`src/rtl/fir_pkg.sv`:
```
// Shared widths, datapath types and accumulator range limits for the FIR MAC slice.
package fir_pkg;

  localparam int X_WIDTH_D   = 16;
  localparam int B_WIDTH_D   = 16;
  localparam int ACC_WIDTH_D = 39;

  typedef logic signed [X_WIDTH_D-1:0]   sample_t;
  typedef logic signed [B_WIDTH_D-1:0]   coef_t;
  typedef logic signed [ACC_WIDTH_D-1:0] acc_t;

  localparam acc_t ACC_MAX = {1'b0, {(ACC_WIDTH_D-1){1'b1}}};
  localparam acc_t ACC_MIN = {1'b1, {(ACC_WIDTH_D-1){1'b0}}};

endpackage

```
`src/rtl/fir_alu_sat.sv`:
```
// Combinational clamp of a one-bit-wider signed sum back into the accumulator range.
// Only instantiated when FIR_ALU_SAT_EN is defined.
module fir_alu_sat
  import fir_pkg::*;
#(
  parameter int ACC_WIDTH = ACC_WIDTH_D
) (
  input  logic signed [ACC_WIDTH:0]   sum_i,
  output logic signed [ACC_WIDTH-1:0] sat_o,
  output logic                        ovf_o
);

  localparam logic signed [ACC_WIDTH-1:0] SAT_MAX = {1'b0, {(ACC_WIDTH-1){1'b1}}};
  localparam logic signed [ACC_WIDTH-1:0] SAT_MIN = {1'b1, {(ACC_WIDTH-1){1'b0}}};

  // Top two bits disagree exactly when the sum left the ACC_WIDTH range.
  always_comb begin
    sat_o = sum_i[ACC_WIDTH-1:0];
    ovf_o = 1'b0;
    if (sum_i[ACC_WIDTH] != sum_i[ACC_WIDTH-1]) begin
      ovf_o = 1'b1;
      if (sum_i[ACC_WIDTH]) begin
        sat_o = SAT_MIN;
      end else begin
        sat_o = SAT_MAX;
      end
    end else begin
      sat_o = sum_i[ACC_WIDTH-1:0];
    end
  end

endmodule

```
`src/rtl/fir_alu.sv`:
```
// Signed MAC slice: totalSumOut <= totalSumIn + inputX * inputB, one cycle latency.
// Define FIR_ALU_SAT_EN for saturating accumulation and a sticky ovf output.
module fir_alu
  import fir_pkg::*;
#(
  parameter int X_WIDTH   = X_WIDTH_D,
  parameter int B_WIDTH   = B_WIDTH_D,
  parameter int ACC_WIDTH = ACC_WIDTH_D
) (
  input  logic                        clk,
  input  logic                        rst,
  input  logic                        in_valid,
  input  logic signed [X_WIDTH-1:0]   inputX,
  input  logic signed [B_WIDTH-1:0]   inputB,
  input  logic signed [ACC_WIDTH-1:0] totalSumIn,
  output logic signed [ACC_WIDTH-1:0] totalSumOut,
`ifdef FIR_ALU_SAT_EN
  output logic                        ovf,
`endif
  output logic                        out_valid
);

  localparam int PW = X_WIDTH + B_WIDTH;

  logic signed [PW-1:0]        prod_s;
  logic signed [ACC_WIDTH:0]   prod_ext_s;
  logic signed [ACC_WIDTH:0]   sin_ext_s;
  logic signed [ACC_WIDTH:0]   sum_wide_s;
  logic signed [ACC_WIDTH-1:0] next_sum_s;
  logic signed [ACC_WIDTH-1:0] sum_d, sum_q;
  logic                        valid_d, valid_q;

  // Full-precision product; both operands signed so -2^15 * -2^15 stays exact.
  assign prod_s     = inputX * inputB;
  assign prod_ext_s = {{(ACC_WIDTH+1-PW){prod_s[PW-1]}}, prod_s};
  assign sin_ext_s  = {totalSumIn[ACC_WIDTH-1], totalSumIn};
  assign sum_wide_s = prod_ext_s + sin_ext_s;

`ifdef FIR_ALU_SAT_EN
  logic sat_ovf_s;
  logic ovf_d, ovf_q;

  fir_alu_sat #(
    .ACC_WIDTH (ACC_WIDTH)
  ) u_sat (
    .sum_i (sum_wide_s),
    .sat_o (next_sum_s),
    .ovf_o (sat_ovf_s)
  );

  // Sticky: once a clamped result is accepted only rst clears it.
  always_comb begin
    ovf_d = ovf_q;
    if (in_valid) begin
      ovf_d = ovf_q | sat_ovf_s;
    end else begin
      ovf_d = ovf_q;
    end
  end

  // Overflow flag register.
  always_ff @(posedge clk) begin
    if (rst) begin
      ovf_q <= 1'b0;
    end else begin
      ovf_q <= ovf_d;
    end
  end

  assign ovf = ovf_q;
`else
  assign next_sum_s = sum_wide_s[ACC_WIDTH-1:0];
`endif

  // Accept loads the new sum; idle holds the sum and drops valid.
  always_comb begin
    sum_d   = sum_q;
    valid_d = 1'b0;
    if (in_valid) begin
      sum_d   = next_sum_s;
      valid_d = 1'b1;
    end else begin
      sum_d   = sum_q;
      valid_d = 1'b0;
    end
  end

  // Result and valid registers.
  always_ff @(posedge clk) begin
    if (rst) begin
      sum_q   <= '0;
      valid_q <= 1'b0;
    end else begin
      sum_q   <= sum_d;
      valid_q <= valid_d;
    end
  end

  assign totalSumOut = sum_q;
  assign out_valid   = valid_q;

endmodule

```
`config.mk`:
```
export PLATFORM = sky130hd
export DESIGN_NAME = fir_alu
export DESIGN_NICKNAME = d
export VERILOG_FILES = /design/src/rtl/fir_pkg.sv /design/src/rtl/fir_alu_sat.sv /design/src/rtl/fir_alu.sv
export SDC_FILE = /design/constraint.sdc
export NUM_CORES = 1
export LEC_CHECK = 0
export BUFFER_PORTS_ARGS = -buffer_cell sky130_fd_sc_hd__buf_2
export CORE_MARGIN = 2
export CORE_UTILIZATION = 56
export DETAILED_ROUTE_END_ITERATION = 8
export HOLD_SLACK_MARGIN = 0.08
export PLACE_DENSITY = 0.85
export SYNTH_ARGS = -nofsm -noshare
export SYNTH_HDL_FRONTEND = slang
export SYNTH_HIERARCHICAL = 1
export SYNTH_SLANG_ARGS = --single-unit
```
`constraint.sdc`:
```
create_clock -name clk -period 9.89 [get_ports clk]
set_input_delay 1.978 -clock clk [delete_from_list [all_inputs] [get_ports clk]]
set_output_delay 1.978 -clock clk [all_outputs]
set_load 0.02 [all_outputs]
```
==> key figures, run 1 <==
Clocking
  – Clock Latency Late Sink: 0.28 ns
  – CTS Buf Count: 5
  – Sink Count: 40
  – Maximum clock insertion buffer count: 2
  – Worst-path clk slew: ~0.06 ns
  – H-tree levels: 2
  – Root Driver: clkbuf_16
  – Post-cts sizing count: 0
  – Setup bufs post-CTS: 0
  – CTS tree: done
  – CTS Hold Bufs: 0

Min path
  – Hold depth: 2
  – Worst hold path startpoint: totalSumOut[7]
  – Hold Path End: totalSumOut[7]
  – HP Class: reg -> reg

STA
  – Final Critical Period: slightly above 8 ns
  – RSZ-0062 raised after global routing: false
  – Final setup violation count: 0
  – Period utilization: a little over four fifths
  – Fin. max-slew vios: 0
  – Worst slew pin tran: 1.21 ns
  – Final hold vios: 0
  – Max-Slew Margin vs Limit: 19.4%
  – Clock Skew: 0 ns
  – Fmax: roughly 0.12 GHz
  – Hold Worst Slack: 0.466 ns
  – Setup_tns: 0 ns

Critical path
  – CP Class: in -> reg
  – Crit path max fanout: 16
  – CP endpoint kind: register
  – Critical R2R Capture: totalSumOut[15]
  – CP arrival: 8.38 ns
  – R2R setup slack: 9.08 ns
  – Crit Reg-Reg Startpoint: totalSumOut[15]
  – R2R cell count: 2
  – Worst Setup SP: inputX[15]
  – Startpoint class of the critical path: primary input
  – Worst Path Required: ~10 ns

Floorplan
  – FP Rows: 57
  – Die area: 25,800 µm²
  – CORE AREA: 24,200 µm²
  – Die Y: 160 µm
  – Ports: 114
  – Die Span X: 160 µm
  – Initial Util: 56.7%

Logic synthesis
  – Most used DFF post-synth: dfxtp_1
  – Post-synth top area share: 47.6%
  – Post-synth ARST share: 0%
  – Post-synthesis sequential area ratio: 5.84%
  – Cells after Synth: 1,496
  – Syn avg cell area: 9.17 µm²
  – Unique masters post-synth: 67
  – Synth area leader: fa_1
  – Post-synth EDFFs: 0
  – Synth area leaders: fa_1 (48%), inv_1 (11%), ha_1 (10%)
  – Synthesized Nets: 2,009
  – Synth warnings: 6
  – Synthesized area: 13,700 µm²
  – Synth cell count leaders: inv_1 (387), fa_1 (326), nand2_1 (158)
  – Most frequent cell after synthesis: inv_1
  – Seq cells post-synth: 40

Global routing
  – Initial antenna violation count: 1
  – Vias in the first global route: 11,549
  – First-pass GRT wire length: 54,900 µm
  – GRT Resource Usage Total: 26.5%
  – Largest net degree at the start of global routing: 47
  – Congestion Overflow GR: 0

Placement
  – Dpl hpwl: ~28,000 µm
  – Global placement routability congestion: 0.904
  – Placed cell count: 1,885
  – IO buf count: 113

Finish
  – Non-filler instance count after layout: 1,893
  – Number of nets in the layout: 2,081
  – Share of cells above drive strength 1: 8.67%
  – Area growth, synth to finish: 6.54%
  – Final Util: 60.4%

Routing
  – 1st-iter DRT viols: between 700 and 800
  – Wirelength per Cell: 17.1 µm
  – Via count: ~10,000
  – Drc violations: 0
  – Total wire length: 32,400 µm
  – Initial DRT Pass Iterations: 6
  – Vias per cell: approximately 5.5
  – Antenna-violating nets left: 0

Status
  – Status: completed

Flow run
  – Maxcap violations: 0
-- cells by family after synthesis --
group | count (synthesis) | synth area share [%]
buf+inv | 436 | 12.2
mux | 15 | 1.09
flops | 40 | 5.84
xor+xnor | 24 | 1.53
simple gates | 409 | 14.8
compound gates | 133 | 6.58
fa+ha+maj | 439 | 57.9
-- metrics by stage --
step / worst slack [ns] / instance area [µm²]
5_1_grt: 1.28 / 14600
3_3_place_gp: 1.70 / 14500
2_1_floorplan: 2.05 / 13700
4_1_cts: 1.69 / 14600
3_5_place_dp: 1.41 / 14500
6_report: 1.64 / 14600
-- worst max-delay path, stage by stage --
cell and delay, ns:
buf_2 0.30, nand2_1 0.19, inv_1 0.12, fa_1 0.52
fa_1 0.93, fa_1 0.55, fa_1 0.53, fa_1 0.50
inv_1 0.05, fa_1 0.47, inv_1 0.04, ha_1 0.39
nand4_1 0.23, nor4_2 0.42, nand2_1 0.11, a2111oi_1 0.40
a221oi_1 0.14, a211o_1 0.30, nand4_1 0.09, o221ai_1 0.12
-- cell usage in the layout (no fill, tap or decap), types with 7 or more instances in the layout --
| master | Yosys | layout |
|---|---|---|
| o21ai_0 | 20 | 20 |
| buf_2 | 1 | 113 |
| a21oi_1 | 39 | 39 |
| mux2i_1 | 15 | 15 |
| inv_1 | 387 | 387 |
| nand4_1 | 10 | 10 |
| nor3_1 | 18 | 18 |
| dfxtp_1 | 40 | 40 |
| nand3_1 | 18 | 18 |
| o21a_1 | 7 | 7 |
| nor2_1 | 52 | 52 |
| xor2_1 | 7 | 7 |
| ha_1 | 113 | 113 |
| nand2_1 | 158 | 158 |
| a211oi_1 | 11 | 11 |
| and2_1 | 117 | 117 |
| xnor2_1 | 17 | 17 |
| fa_1 | 326 | 326 |
-- area by class of cell --
cell class	instances	area (µm²)
multi-input combinational	1020	11200
fill	1957	9570
inverter	387	1450
sequential	40	801
timing repair buffer	114	573
tap	324	405
clock buffer	5	125
clock inverter	2	12.5
antenna	1	2.50
-- sequential cells by signal (all words and copies together), names as in the netlist --
signal and count:
out_valid 1, totalSumOut 39
-- metal layers --
metal / vias to the layer above / track usage [%] / share of wire [%]
li1: 4647 / - / -
met1: 5258 / 32.5 / 37
met2: 448 / 47.9 / 53
met3: 103 / 2.79 / 6.1
met4: 0 / 10.7 / 4.2
met5: - / 0 / 0
-- worst max path at each step --
stage | endpoint | slack [ns] | depth (start not counted)
6_report | totalSumOut[36] | 1.64 | 20
5_1_grt | totalSumOut[36] | 1.28 | 20
4_1_cts | totalSumOut[36] | 1.69 | 20
3_5_place_dp | totalSumOut[36] | 1.41 | 20
3_3_place_gp | totalSumOut[36] | 1.70 | 20
2_1_floorplan | totalSumOut[36] | 2.05 | 21
Power of run 1 is left out: the tool's default activity adds up to more than one toggle a clock period on the data nets, which glitch-free logic cannot reach.
==> inputs of run 2 (changes only) <==
- clock period: 9.89 -> 7.9 ns (I/O delays scaled with it)
==> key figures, run 2 (same netlist as run 1, synthesis figures left out) <==
Clocking
  – CTS Buf Count: 5 (unchanged)
  – H-tree levels: 2 (unchanged)
  – Root Driver: clkbuf_16
  – Post-cts sizing count: 0 (unchanged)
  – CTS tree: done
  – Worst-path clk slew: 0.06 ns (about the same)
  – Maximum clock insertion buffer count: 2 (unchanged)
  – Sink Count: 40 (unchanged)
  – Setup bufs post-CTS: 0 (unchanged)
  – CTS Hold Bufs: 0 (unchanged)
  – Clock Latency Late Sink: 0.28 ns (about the same)

Finish
  – FILL cells: 2,004 (+2.4%)
  – Share of cells above drive strength 1: 9.72% (+1.0 points)
  – Commonest non-fill, non-tap cell in the layout: inv_1
  – Commonest non-fill, non-tap cells in the layout: inv_1 (387), fa_1 (325), nand2_1 (158)
  – Max reg flops: 39 (unchanged)
  – Biggest register: totalSumOut
  – Area growth, synth to finish: 7.75%
  – Number of nets in the layout: 2,096 (+0.72%)

STA
  – PnR worst setup slack: 0.315 ns (-1.32 ns)
  – RSZ-0062 raised after global routing: false
  – Fmax: 0.132 GHz
  – Final setup violation count: 0 (unchanged)
  – Max-Slew Margin vs Limit: 27.0% (+7.6 points)
  – Final Critical Period: ~7.6 ns
  – Fin. max-slew vios: 0 (unchanged)
  – Final hold vios: 0 (unchanged)
  – Hold Worst Slack: 0.479 ns (+0.0134 ns)
  – Setup_tns: 0 ns (unchanged)
  – Period utilization: 96.0%
  – Worst slew pin tran: 1.09 ns (-0.111 ns)
  – Clock Skew: 0 ns (unchanged)

Global routing
  – GR Layer Usage met1: 32.5% (-0.070 points)
  – Congestion Overflow GR: 0 (unchanged)
  – Largest net degree at the start of global routing: 47 (unchanged)
  – GRT busiest layer: met2
  – First-pass GRT wire length: 54,600 µm (-0.57%)
  – Initial antenna violation count: 2 (+1)
  – Global Route met3 Usage: 3.02% (+0.23 points)
  – Met2 usage: 48.5% (+0.59 points)
  – GRT Resource Usage Total: 26.4% (-0.13 points)
  – Vias in the first global route: 11,353 (-1.7%)

Critical path
  – CP endpoint kind: register
  – Worst Path Required: 8.03 ns (-1.98 ns)
  – CP arrival: 7.72 ns (-0.66 ns)
  – Startpoint class of the critical path: primary input
  – CP Cell Sequence: buf_2, nand2_1, fa_1, inv_1, fa_2, buf_4, fa_1, fa_1, fa_1, inv_1, fa_1, inv_1, ha_1, nand4_1, nor4_4, nand2_1, a2111oi_2, a221oi_1, a211o_1, nand4_1, o221ai_1
  – Most numerous cell on the critical path: fa_1
  – Crit path buf inv count: 5 (+1)
  – CP Class: in -> reg
  – Crit path max fanout: 16 (unchanged)
  – Slowest-stage cell, CP: fa_1
  – CP peak stage delay: 0.62 ns (-0.31 ns)
  – Worst path top cell family by delay: adder cells

Routing
  – Antenna-violating nets left: 0 (unchanged)
  – Via count: 10,376 (-0.77%)
  – Vias per cell: 5.43 (-1.6%)
  – Drc violations: 0 (unchanged)
  – Initial DRT Pass Iterations: 7 (+1)
  – Wirelength per Cell: 17.1 µm (about the same)
  – 1st-iter DRT viols: 622 (-14%)
  – Total wire length: 32,600 µm (+0.91%)

Floorplan
  – CORE AREA: 24,200 µm² (unchanged)
  – Initial Util: 56.7% (unchanged)
  – Ports: 114 (unchanged)
  – FP Rows: 57 (unchanged)
  – Die area: 25,800 µm² (unchanged)
  – Die Y: 160 µm (unchanged)
  – Die Span X: 160 µm (unchanged)

Placement
  – Global placement routability congestion: 0.958 (+6.0%)
  – DP Worst Slack: 0.0618 ns (-1.35 ns)
  – IO buf count: 113 (unchanged)
  – Dpl hpwl: 28,000 µm (+1.2%)

Flow run
  – Maxcap violations: 0 (unchanged)

Min path
  – HP Class: reg -> reg

Status
  – Status: completed
run 2: tightest hold or removal path, stage by stage, from the launching register on:
cell and delay, ns:
dfxtp_1 0.31, nand2_1 0.07, a21oi_1 0.05
run 2: final timing paths:
path                   start              end  slack, ns  cells past startpoint
max                inputB[4]  totalSumOut[36]       0.31                     21
max reg2reg  totalSumOut[15]  totalSumOut[15]       7.08                      2
min           totalSumOut[7]   totalSumOut[7]       0.48                      2
min reg2reg   totalSumOut[7]   totalSumOut[7]       0.48                      2
run 2: stage by stage:
stage | instances | utilization, % | instance area, µm²
final | 1910 | 61.1 | 14800
after global placement | 1900 | 60.3 | 14600
after global routing | 1910 | 61.1 | 14800
after floorplan | 1496 | - | 13700
after detailed placement | 1900 | 60.3 | 14600
after CTS | 1908 | 61.0 | 14800
run 2: area by class of cell:
class | count | area (µm²) | share of cell area [%]
Antenna cell | 2 | 5.00 | 0.0339
Clock buffer | 5 | 125 | 0.847
Clock inverter | 3 | 46.3 | 0.313
Inverter | 387 | 1450 | 9.83
Multi-Input combinational cell | 1020 | 11300 | 76.2
Sequential cell | 40 | 801 | 5.42
Tap cell | 324 | 405 | 2.74
Timing Repair Buffer | 129 | 686 | 4.64
run 2: routing by layer:
| layer | routed length, µm | share of wire, % |
|---|---|---|
| met5 | 0 | 0 |
| met3 | 2000 | 6.1 |
| met1 | 12300 | 38 |
| met4 | 947 | 2.9 |
| met2 | 17400 | 53 |
Power of run 2 is left out for the same reason.
